===== src/rtl/enc_code_lock_ctrl.sv =====
// Digit-code lock sequencer driven by encoder position and pushbutton press events.
// Handles code entry/verify, unlock with auto-relock, re-programming and failure lockout.
module enc_code_lock_ctrl #(
  parameter int unsigned             CODE_LEN       = 4,
  parameter int unsigned             MAX_FAILS      = 3,
  parameter int unsigned             LOCKOUT_CYCLES = 1024,
  parameter int unsigned             UNLOCK_CYCLES  = 4096,
  parameter logic [4*CODE_LEN-1:0]   DEFAULT_CODE   = 16'h1234
) (
  input  logic       clk,
  input  logic       rstn,
  input  logic [3:0] enc,
  input  logic [1:0] pb_press_type,
  output logic       unlocked,
  output logic       lockout,
  output logic       prog_mode,
  output logic [1:0] digit_idx,
  output logic [2:0] fail_cnt,
  output logic       ok_pulse,
  output logic       err_pulse
);

  localparam int unsigned TMAX = (LOCKOUT_CYCLES > UNLOCK_CYCLES) ? LOCKOUT_CYCLES : UNLOCK_CYCLES;
  localparam int unsigned TW   = $clog2(TMAX + 1);
  localparam int unsigned CW   = 4 * CODE_LEN;

  localparam logic [1:0]    LAST_IDX    = 2'(CODE_LEN - 1);
  localparam logic [2:0]    MAX_F       = 3'(MAX_FAILS);
  localparam logic [TW-1:0] LOCK_LOAD   = TW'(LOCKOUT_CYCLES - 1);
  localparam logic [TW-1:0] UNLOCK_LOAD = TW'(UNLOCK_CYCLES - 1);

  typedef enum logic [2:0] {
    S_ENTRY,
    S_CHECK,
    S_UNLOCKED,
    S_PROGRAM,
    S_LOCKOUT
  } state_t;

  state_t          r_state, w_state_nx;
  logic [CW-1:0]   r_code, w_code_nx;
  logic [CW-1:0]   r_shadow, w_shadow_nx;
  logic [1:0]      r_digit_idx, w_idx_nx;
  logic            r_mismatch, w_mis_nx;
  logic [2:0]      r_fail_cnt, w_fail_nx;
  logic [TW-1:0]   r_timer, w_timer_nx;
  logic            r_ok, w_ok_nx;
  logic            r_err, w_err_nx;

  logic            w_short, w_long;
  logic [3:0]      w_stored;
  logic [CW-1:0]   w_shadow_wr;
  logic [2:0]      w_fail_inc;

  assign w_short    = (pb_press_type == 2'b01);
  assign w_long     = (pb_press_type == 2'b10);
  assign w_fail_inc = (r_fail_cnt >= MAX_F) ? MAX_F : r_fail_cnt + 3'd1;

  // Digit select / shadow write-merge; the merged value is what gets committed on the last digit.
  always_comb begin
    w_stored    = '0;
    w_shadow_wr = r_shadow;
    for (int unsigned i = 0; i < CODE_LEN; i++) begin
      if (r_digit_idx == 2'(i)) begin
        w_stored            = r_code[i*4 +: 4];
        w_shadow_wr[i*4 +: 4] = enc;
      end
    end
  end

  always_comb begin
    w_state_nx  = r_state;
    w_code_nx   = r_code;
    w_shadow_nx = r_shadow;
    w_idx_nx    = r_digit_idx;
    w_mis_nx    = r_mismatch;
    w_fail_nx   = r_fail_cnt;
    w_timer_nx  = r_timer;
    w_ok_nx     = 1'b0;
    w_err_nx    = 1'b0;
    case (r_state)
      S_ENTRY: begin
        if (w_short) begin
          w_mis_nx = r_mismatch | (enc != w_stored);
          if (r_digit_idx == LAST_IDX) begin
            w_state_nx = S_CHECK;
            w_idx_nx   = '0;
          end else begin
            w_idx_nx = r_digit_idx + 2'd1;
          end
        end else if (w_long) begin
          w_idx_nx = '0;
          w_mis_nx = 1'b0;
        end
      end
      S_CHECK: begin
        w_mis_nx = 1'b0;
        if (!r_mismatch) begin
          w_ok_nx    = 1'b1;
          w_fail_nx  = '0;
          w_state_nx = S_UNLOCKED;
          w_timer_nx = UNLOCK_LOAD;
        end else begin
          w_err_nx  = 1'b1;
          w_fail_nx = w_fail_inc;
          if (w_fail_inc == MAX_F) begin
            w_state_nx = S_LOCKOUT;
            w_timer_nx = LOCK_LOAD;
          end else begin
            w_state_nx = S_ENTRY;
          end
        end
      end
      S_UNLOCKED: begin
        // Expiry takes priority over a press landing on the same edge.
        if (r_timer == '0) begin
          w_state_nx = S_ENTRY;
        end else begin
          w_timer_nx = r_timer - TW'(1);
          if (w_short) begin
            w_state_nx = S_ENTRY;
          end else if (w_long) begin
            w_state_nx = S_PROGRAM;
            w_idx_nx   = '0;
          end
        end
      end
      S_PROGRAM: begin
        if (w_short) begin
          w_shadow_nx = w_shadow_wr;
          if (r_digit_idx == LAST_IDX) begin
            w_code_nx  = w_shadow_wr;
            w_state_nx = S_UNLOCKED;
            w_timer_nx = UNLOCK_LOAD;
            w_idx_nx   = '0;
          end else begin
            w_idx_nx = r_digit_idx + 2'd1;
          end
        end else if (w_long) begin
          w_state_nx = S_UNLOCKED;
          w_timer_nx = UNLOCK_LOAD;
          w_idx_nx   = '0;
        end
      end
      S_LOCKOUT: begin
        if (r_timer == '0) begin
          w_fail_nx  = '0;
          w_state_nx = S_ENTRY;
        end else begin
          w_timer_nx = r_timer - TW'(1);
        end
      end
      default: w_state_nx = S_ENTRY;
    endcase
  end

  always_ff @(posedge clk or negedge rstn) begin
    if (!rstn) begin
      r_state <= S_ENTRY;
    end else begin
      r_state <= w_state_nx;
    end
  end

  always_ff @(posedge clk or negedge rstn) begin
    if (!rstn) begin
      r_code      <= DEFAULT_CODE;
      r_shadow    <= '0;
      r_digit_idx <= '0;
      r_mismatch  <= 1'b0;
      r_fail_cnt  <= '0;
      r_timer     <= '0;
      r_ok        <= 1'b0;
      r_err       <= 1'b0;
    end else begin
      r_code      <= w_code_nx;
      r_shadow    <= w_shadow_nx;
      r_digit_idx <= w_idx_nx;
      r_mismatch  <= w_mis_nx;
      r_fail_cnt  <= w_fail_nx;
      r_timer     <= w_timer_nx;
      r_ok        <= w_ok_nx;
      r_err       <= w_err_nx;
    end
  end

  assign unlocked  = (r_state == S_UNLOCKED) || (r_state == S_PROGRAM);
  assign lockout   = (r_state == S_LOCKOUT);
  assign prog_mode = (r_state == S_PROGRAM);
  assign digit_idx = r_digit_idx;
  assign fail_cnt  = r_fail_cnt;
  assign ok_pulse  = r_ok;
  assign err_pulse = r_err;

endmodule


===== config.mk =====
export PLATFORM = sky130hd
export DESIGN_NAME = enc_code_lock_ctrl
export DESIGN_NICKNAME = d
export VERILOG_FILES = /design/src/rtl/enc_code_lock_ctrl.sv
export SDC_FILE = /design/constraint.sdc
export NUM_CORES = 1
export LEC_CHECK = 0
export CAP_MARGIN = 20
export CORE_MARGIN = 5
export CORE_UTILIZATION = 38
export CTS_BUF_LIST = sky130_fd_sc_hd__clkbuf_4
export CTS_CLUSTER_SIZE = 25
export DETAILED_ROUTE_END_ITERATION = 7
export PLACE_DENSITY = 0.54
export SKIP_CTS_REPAIR_TIMING = 1
export SYNTH_ARGS = -nofsm -noshare
export SYNTH_HDL_FRONTEND = slang
export SYNTH_SLANG_ARGS = --single-unit

===== constraint.sdc =====
create_clock -name clk -period 2.7 [get_ports clk]
set_clock_uncertainty 0.15 [all_clocks]
set_input_delay 0.54 -clock clk [delete_from_list [all_inputs] [get_ports clk]]
set_output_delay 0.54 -clock clk [all_outputs]
set_load 0.02 [all_outputs]

==> reports/qor.yml, run 1 <==
outcome:
  outcome: "completed"
logic_synthesis:
  ys_seq_area_frac: 0.4524
  synth_seq_cells: 52
  synth_cell_types: 52
  synthTopCellsByArea: "dfrtp_1 41%, nand2_1 6.2%, mux2_2 5.1%"
  synth_edf_count: 0
  synthCells: 304
  synthFlopType: "dfrtp_1"
  synth_top_cell_area_share: 0.4069
  netlist.top_cell.by_area: "dfrtp_1"
  async_flop_share: 1.000
  syn_nets: 322
  yosysWarnings: 0
  syn_avg_cell_area_um2: 9.507
  syn-cell-area_um2: 2890
drt:
  via_per_inst: 5.144
  finalWirelength_um: 6172
  wire_per_inst_um: 14.56
  vias: 2181
  drtPass1Iterations: 4
  drcViolationCount: 0
  drt_iter0_drc: 48
  detail-route-antenna-nets: 0
floorplan:
  core_um2: 7331
  dieWidth_um: 97.21
  die_area_um2: 9450
  die_h_um: 97.21
  rows: 31
  io_pins: 18
  start_util: 0.3943
sta:
  finalCritPeriodShare: 0.9532
  report.final.slew_viol_count: 0
  setup_tns_ps: 0
  min_period_ps: 2574
  worst_slack_ps: 126.4
  hold_violations: 0
  rsz0062_at_grt: "no"
  worst_pin_slew_ps: 596.9
  timing.fmax_ghz: 0.3886
  worst_hold_slack_ps: 329.4
  relSlewSlack: 0.5984
  finalSetupViolations: 0
critical_path:
  crit_arrival_ps: 1880
  path_depth: 3
  path_max_fanout: 13
  path_cells: "nor2b_1 > and2_1 > clkdlybuf4s50_1"
  cpMaxStageDelayCell: "clkdlybuf4s50_1"
  critPathKind: "reg2out"
  startpoint_type: "register"
  critical_path.max_stage_delay_ps: 620
  path_buf_inv: 1
  endpoint_kind: "output port"
  worstPathRequired_ps: 2010
  worstRegToRegCells: 7
  critPathTopFamily: "buffers and inverters"
clock_network:
  numClockSinks: 52
  clock-root-buffer: "clkbuf_4"
  clk_pin_slew_worst_paths_ps: 170
  htreeDepth: 2
  insertion_delay_ps: 380
  cts_buffers: 5
  cts_tree: "yes"
  clk_path_buf_depth: 2
placed_design:
  place.gp.congestion: 0.7878
  dp_hpwl_um: 4281
  preCtsSetupSlack_ps: -0.8968
  portBuffers: 17
global_route:
  grt_pass1_wl_um: 10580
  gr-total-overflow: 0
  grt_pass1_vias: 2155
  track_usage: 0.1333
  grt_max_degree: 53
  grt_antenna_before_repair: 0
power_and_ir_drop:
  ir_worst_vdd_uv: 386.9
  p_per_area_nw_per_um2: 980.3
  total_power_w: 0.003209
  p_leak_nw: 1.422
min_path:
  min_path_type: "reg2reg"
  hold_path_depth: 2
final_layout:
  area_growth_pct: 13.25
  num-fill-cells: 728
  n_antenna_cell: 0
  drive_gt1_frac: 0.1385
  final_core_util: 0.4465
  nNetsFinal: 342
flow_run:
  cap_violations: 0
## power breakdown
group / total, W / internal, W / switching (W)
clock: 0.000378 / 0.000104 / 0.000274
combinational: 0.00158 / 0.000722 / 0.000856
sequential: 0.00125 / 0.00103 / 0.000221
total: 0.00321 / 0.00186 / 0.00135
## cell usage in the layout (no fill, tap or decap), types with 3 or more instances in the layout
master            n
dfrtp_1          45
nand2b_1          6
a21oi_1          14
buf_4            10
mux2_2           13
inv_1            12
and3_1            3
nand3_1           6
nor3_1            7
xnor2_1           3
nand2_1          48
o21a_1            3
o31ai_1           4
clkbuf_4          5
o22ai_1           5
nor2b_1           5
o21ai_1          12
dfstp_2           5
ha_1             10
mux2i_1          12
clkdlybuf4s50_1  15
nor2_1           16
o21ai_0          17
a221oi_1          4
## Yosys cell counts, types with 2 or more instances
master and count:
o22ai_1 5, xnor2_1 3, mux2_1 2, nor3_2 2, a211o_1 2, o31ai_1 4
a21boi_0 2, dfrtp_1 47, nor3_1 7, a22o_1 2, nand2_1 48, and3_1 3
a21oi_1 14, buf_2 3, mux2i_1 12, a41oi_1 2, nor3b_1 2, a31oi_1 2
dfstp_2 5, inv_1 12, nor2b_1 5, clkbuf_1 10, a221oi_1 4, o21ai_0 17
o41ai_1 2, o21a_1 3, nand2b_1 6, nand3_1 6, mux2_2 13, ha_1 10
o21ai_1 12, and2_1 2, nor2_1 16
## metal layers
| layer | wire length, um | vias up | part of all wire | global-route usage |
|---|---|---|---|---|
| met3 | 212 | 2 | 0.034 | 0.02584 |
| met2 | 2822 | 33 | 0.46 | 0.2102 |
| met5 | 0 | - | 0 | 0 |
| li1 | - | 1122 | - | - |
| met1 | 3111 | 1024 | 0.50 | 0.1913 |
| met4 | 26 | 0 | 0.0042 | 0.02662 |
## metrics by stage
| stage | std cells | cell area (um2) |
|---|---|---|
| floorplan | 304 | 2890 |
| global placement | 415 | 3199 |
| detailed placement | 415 | 3199 |
| CTS | 423 | 3258 |
| global route | 424 | 3273 |
| finish | 424 | 3273 |
## state kept, by name, summed over array words and instances, names as in the netlist
| register | cells |
|---|---|
| r_mismatch | 1 |
| digit_idx | 2 |
| err_pulse | 1 |
| ok_pulse | 1 |
| r_code | 16 |
| fail_cnt | 3 |
| r_state | 3 |
| r_timer | 13 |
| r_shadow | 12 |
## cell type report
cell class                 instances  area, um2  share of cell area
clock buffer                       5      37.54             0.01147
sequential                        52       1310              0.4002
tap                               99      123.9             0.03784
inverter                          12      45.04             0.01376
timing repair buffer              29      272.8             0.08333
multi-input combinational        224       1463              0.4469
clock inverter                     3      21.27            0.006498
## final timing paths
path / slack, ps / from / to
worst min register to register: 330 / r_code[12]$_DFFE_PN1P_ / r_code[12]$_DFFE_PN1P_
max in group asynchronous: 1590 / rstn / r_code[2]$_DFFE_PN1P_
worst min-delay path: 330 / r_code[12]$_DFFE_PN1P_ / r_code[12]$_DFFE_PN1P_
worst max register to register: 450 / digit_idx[1]$_DFFE_PN0P_ / r_mismatch$_DFFE_PN0P_
worst max-delay path: 130 / r_state[2]$_DFFE_PN0P_ / lockout
min in group asynchronous: 520 / rstn / r_timer[2]$_DFFE_PN0P_
## cell families after synthesis
logic type                 share of synthesized area
AOI/OAI and AO/OA                             0.1701
xor gates and xnor gates                    0.009093
adders and majority gates                    0.04329
buffers and inverters                        0.04156
DFF                                           0.4524
muxes                                         0.1000
and+or+nand+nor                               0.1836
## worst reg2reg max path, delay by kind of cell (launching register included)
| kind | cells | cell delay (ps) |
|---|---|---|
| AOI/OAI and AO/OA | 2 | 520 |
| adders and majority gates | 1 | 440 |
| buffers and inverters | 1 | 100 |
| DFF | 1 | 460 |
| and+or+nand+nor | 3 | 470 |
(Power assumes the default switching activity.)
==> inputs of run 2 (changes only) <==
- CORE_UTILIZATION: 38 -> 35
- PLACE_DENSITY: 0.54 -> 0.5
==> reports/qor.yml, run 2 (synthesis results as in run 1) <==
power_and_ir_drop:
  ir_worst_vdd_uv: 474.7
  p_per_area_nw_per_um2: 1003
  total_power_w: 0.003325
  p_leak_nw: 1.459
final_layout:
  drive_gt1_frac: 0.1385
  largest_reg_flops: 16
  largest-register: "r_code"
  final_common_cell: "nand2_1"
  n_antenna_cell: 0
  stdcell_count: 430
  nNetsFinal: 342
  layout_common_cells: "48 x nand2_1, 45 x dfrtp_1, 17 x o21ai_0"
  reg_top3: "r_code x16, r_timer x13, r_shadow x12"
  area_growth_pct: 14.68
global_route:
  grt_pass1_wl_um: 11420
  track_usage: 0.1408
  grt_max_degree: 29
  grt_pass1_vias: 2299
  grt_antenna_before_repair: 0
  gr-total-overflow: 0
flow_run:
  cap_violations: 0
sta:
  relSlewSlack: 0.5944
  finalCritPeriodShare: 0.9337
  timing.fmax_ghz: 0.3967
  worst_pin_slew_ps: 608.3
  rsz0062_at_grt: "no"
  hold_violations: 10
  report.final.slew_viol_count: 0
  worst_hold_slack_ps: -6.921
  min_period_ps: 2521
  finalSetupViolations: 0
critical_path:
  worstPathRequired_ps: 2010
  endpoint_kind: "output port"
  path_max_fanout: 13
  critPathKind: "reg2out"
  crit_arrival_ps: 1830
  startpoint_type: "register"
drt:
  vias: 2250
  detail-route-antenna-nets: 0
  via_per_inst: 5.233
  wire_per_inst_um: 14.96
  drtPass1Iterations: 4
  drt_iter0_drc: 52
  finalWirelength_um: 6432
  drcViolationCount: 0
outcome:
  outcome: "finished, violations left"
  violations: "hold timing"
clock_network:
  insertion_delay_ps: 380
  numClockSinks: 52
  clk_path_buf_depth: 2
  clock-root-buffer: "clkbuf_4"
  clk_pin_slew_worst_paths_ps: 160
  cts_tree: "yes"
  htreeDepth: 2
  cts_buffers: 5
placed_design:
  dp_hpwl_um: 4652
  placed_cells: 422
  place.gp.congestion: 0.8005
  portBuffers: 17
floorplan:
  dieWidth_um: 100.9
  die_h_um: 100.9
  core_um2: 8134
  start_util: 0.3553
  io_pins: 18
  die_area_um2: 10180
  rows: 33
min_path:
  min_path_type: "in2async"
[run 2: where the power goes]
group	internal, W	total [W]	leakage (nW)	switching (W)
Combinational	0.000755	0.00162	0.793	0.000863
Sequential	0.00103	0.00125	0.623	0.000219
Clock	0.000194	0.000456	0.0428	0.000262
[run 2: critical path: stages (launching register included)]
cell,delay [ps]
dfrtp_2,520
nand2b_1,210
inv_1,120
clkdlybuf4s50_1,610
[run 2: layer usage]
layer,wire (um),vias up,part of all wire,track usage
li1,-,1117,-,-
met1,3072,1094,0.48,0.1908
met2,3054,34,0.47,0.2294
met3,235,5,0.037,0.02630
met4,70,0,0.011,0.04041
met5,0,-,0,0
[run 2: worst paths after layout]
check / from / end / slack, ps / cells after the start
worst max-delay path: r_state[2]$_DFFE_PN0P_ / unlocked / 180 / 3
worst max register to register: digit_idx[1]$_DFFE_PN0P_ / r_mismatch$_DFFE_PN0P_ / 410 / 7
worst min-delay path: rstn / digit_idx[0]$_DFFE_PN0P_ / -7 / 1
min in group clk: r_code[12]$_DFFE_PN1P_ / r_code[12]$_DFFE_PN1P_ / 330 / 2
max in group asynchronous: rstn / r_code[5]$_DFFE_PN1P_ / 1770 / 2
worst min register to register: r_code[12]$_DFFE_PN1P_ / r_code[12]$_DFFE_PN1P_ / 330 / 2
[run 2: area by class of cell]
type                    count  area [um2]
well taps                 105       131.4
clock inverters             3       42.54
multi-input cells         224        1463
repair buffers             29       285.3
clock buffers               5       37.54
flip-flops and latches     52        1310
inverters                  12       45.04
fillers                   814        4820
[run 2: stage by stage]
step	utilization	setup TNS, ps	cell area, um2	setup WS (ps)	hold WS [ps]
after detailed placement	0.3967	0	3227	99.22	307.0
final	0.4075	0	3314	179.0	-6.921
after floorplan	-	0	2890	532.7	94.41
after global routing	0.4075	0	3314	74.22	2.706
after global placement	0.3967	0	3227	108.6	297.5
after CTS	0.4066	-47.47	3307	-42.74	2.998
==> inputs of run 3 (changes only) <==
- MAX_ROUTING_LAYER: unset -> met4
- SETUP_SLACK_MARGIN: unset -> 0.1
- clock period: 2.7 -> 2.8 ns (I/O delays scaled with it)
==> reports/qor.yml, run 3 (synthesis results as in run 1) <==
global_route:
  grt_pass1_wl_um: 10760
  grt_antenna_before_repair: 0
  grt_max_degree: 30
  track_usage: 0.1368
  grt_pass1_vias: 2146
  gr-total-overflow: 0
drt:
  drt_iter0_drc: 43
  finalWirelength_um: 6369
  wire_per_inst_um: 14.88
  vias: 2210
  drcViolationCount: 0
  drtPass1Iterations: 4
  via_per_inst: 5.164
  detail-route-antenna-nets: 0
clock_network:
  cts_tree: "yes"
  clk_pin_slew_worst_paths_ps: 140
  htreeDepth: 2
  numClockSinks: 52
  insertion_delay_ps: 360
  clk_path_buf_depth: 2
  clock-root-buffer: "clkbuf_4"
  cts_buffers: 5
final_layout:
  finalInstanceArea_um2: 3262
  n_antenna_cell: 0
  largest-register: "r_code"
  final_common_cell: "nand2_1"
  area_growth_pct: 12.86
  reg_top3: "r_code x16, r_timer x13, r_shadow x12"
  largest_reg_flops: 16
  num-fill-cells: 803
  nNetsFinal: 340
  layout_common_cells: "48 x nand2_1, 45 x dfrtp_1, 17 x o21ai_0"
  drive_gt1_frac: 0.1362
sta:
  worst_pin_slew_ps: 651.1
  worst_slack_ps: 225.5
  min_period_ps: 2574
  finalCritPeriodShare: 0.9195
  worst_hold_slack_ps: 26.20
  setup_tns_ps: 0
  rsz0062_at_grt: "no"
  relSlewSlack: 0.5619
  hold_violations: 0
  timing.fmax_ghz: 0.3884
  finalSetupViolations: 0
  report.final.slew_viol_count: 0
critical_path:
  startpoint_type: "register"
  endpoint_kind: "output port"
  critPathKind: "reg2out"
  path_max_fanout: 13
  worstPathRequired_ps: 2090
  crit_arrival_ps: 1860
  rrSetupSlack_ps: 500
power_and_ir_drop:
  p_clk_frac: 0.115
  p_leak_nw: 1.418
  p_seq_frac: 0.394
  total_power_w: 0.003062
  power.share.combinational: 0.491
  p_per_area_nw_per_um2: 938.6
  p_switching_w: 0.001267
  switching_share: 0.4138
  p_int_w: 0.001795
  ir_worst_vdd_uv: 451.3
floorplan:
  core_um2: 8134
  die_h_um: 100.9
  die_area_um2: 10180
  rows: 33
  start_util: 0.3553
  dieWidth_um: 100.9
  io_pins: 18
placed_design:
  place.gp.congestion: 0.7488
  preCtsSetupSlack_ps: 106.0
  portBuffers: 17
  dp_hpwl_um: 4539
  placed_area_um2: 3199
min_path:
  min_path_type: "in2async"
flow_run:
  cap_violations: 0
outcome:
  outcome: "completed"
[run 3: cell types whose count changed in the layout (fill, tap and decap cells not counted)]
cell / before / now
clkbuf_4: 5 / 7
buf_12: 2 / 1
buf_4: 10 / 9
bufinv_16: 1 / 0
clkdlybuf4s50_1: 14 / 15
clkinv_1: 1 / 0
clkinv_2: 0 / 1
clkinv_4: 1 / 0
dlymetal6s2s_1: 2 / 1
[run 3: area by class of cell]
type	count	area (um2)	area share
multi-input cells	224	1463	0.4484
inverters	12	45.04	0.01381
flip-flops and latches	52	1310	0.4016
clock buffers	7	52.55	0.01611
well taps	105	131.4	0.04028
repair buffers	27	255.2	0.07825
clock inverters	1	5.005	0.001534
[run 3: worst paths after layout]
path,end,start,depth (start not counted)
setup / recovery,lockout,r_state[2]$_DFFE_PN0P_,3
hold / removal,fail_cnt[2]$_DFFE_PN0P_,rstn,1
setup reg to reg,r_timer[3]$_DFFE_PN0P_,r_timer[0]$_DFFE_PN0P_,8
hold reg to reg,r_code[12]$_DFFE_PN1P_,r_code[12]$_DFFE_PN1P_,2
max in group asynchronous,r_code[4]$_DFFE_PN1P_,rstn,2
min in group clk,r_code[12]$_DFFE_PN1P_,r_code[12]$_DFFE_PN1P_,2
[run 3: per-stage QoR]
step,utilization,std cells
global route,0.4010,428
CTS,0.4004,428
finish,0.4010,428
detailed placement,0.3933,420
global placement,0.3933,420
floorplan,-,304
[run 3: worst max-delay path, stage by stage, from the launching register on]
cell             delay (ps)
dfrtp_2                 530
nor2b_1                 190
and2_1                  170
clkdlybuf4s50_1         610
[run 3: power by group through the flow]
stage | registers [W] | logic, W | clock network, W
CTS | 0.00120 | 0.00153 | 0.000374
global placement | 0.00122 | 0.00151 | 0
global route | 0.00125 | 0.00167 | 0.000402
floorplan | 0.00120 | 0.00110 | 0
finish | 0.00121 | 0.00150 | 0.000351
detailed placement | 0.00122 | 0.00152 | 0
[run 3: per-layer routing]
| metal | wire [um] | up-vias | track usage |
|---|---|---|---|
| li1 | - | 1118 | - |
| met1 | 3176 | 1056 | 0.1845 |
| met2 | 2937 | 32 | 0.2137 |
| met3 | 201 | 4 | 0.02422 |
| met4 | 53 | 0 | 0.03420 |
| met5 | 0 | - | - |
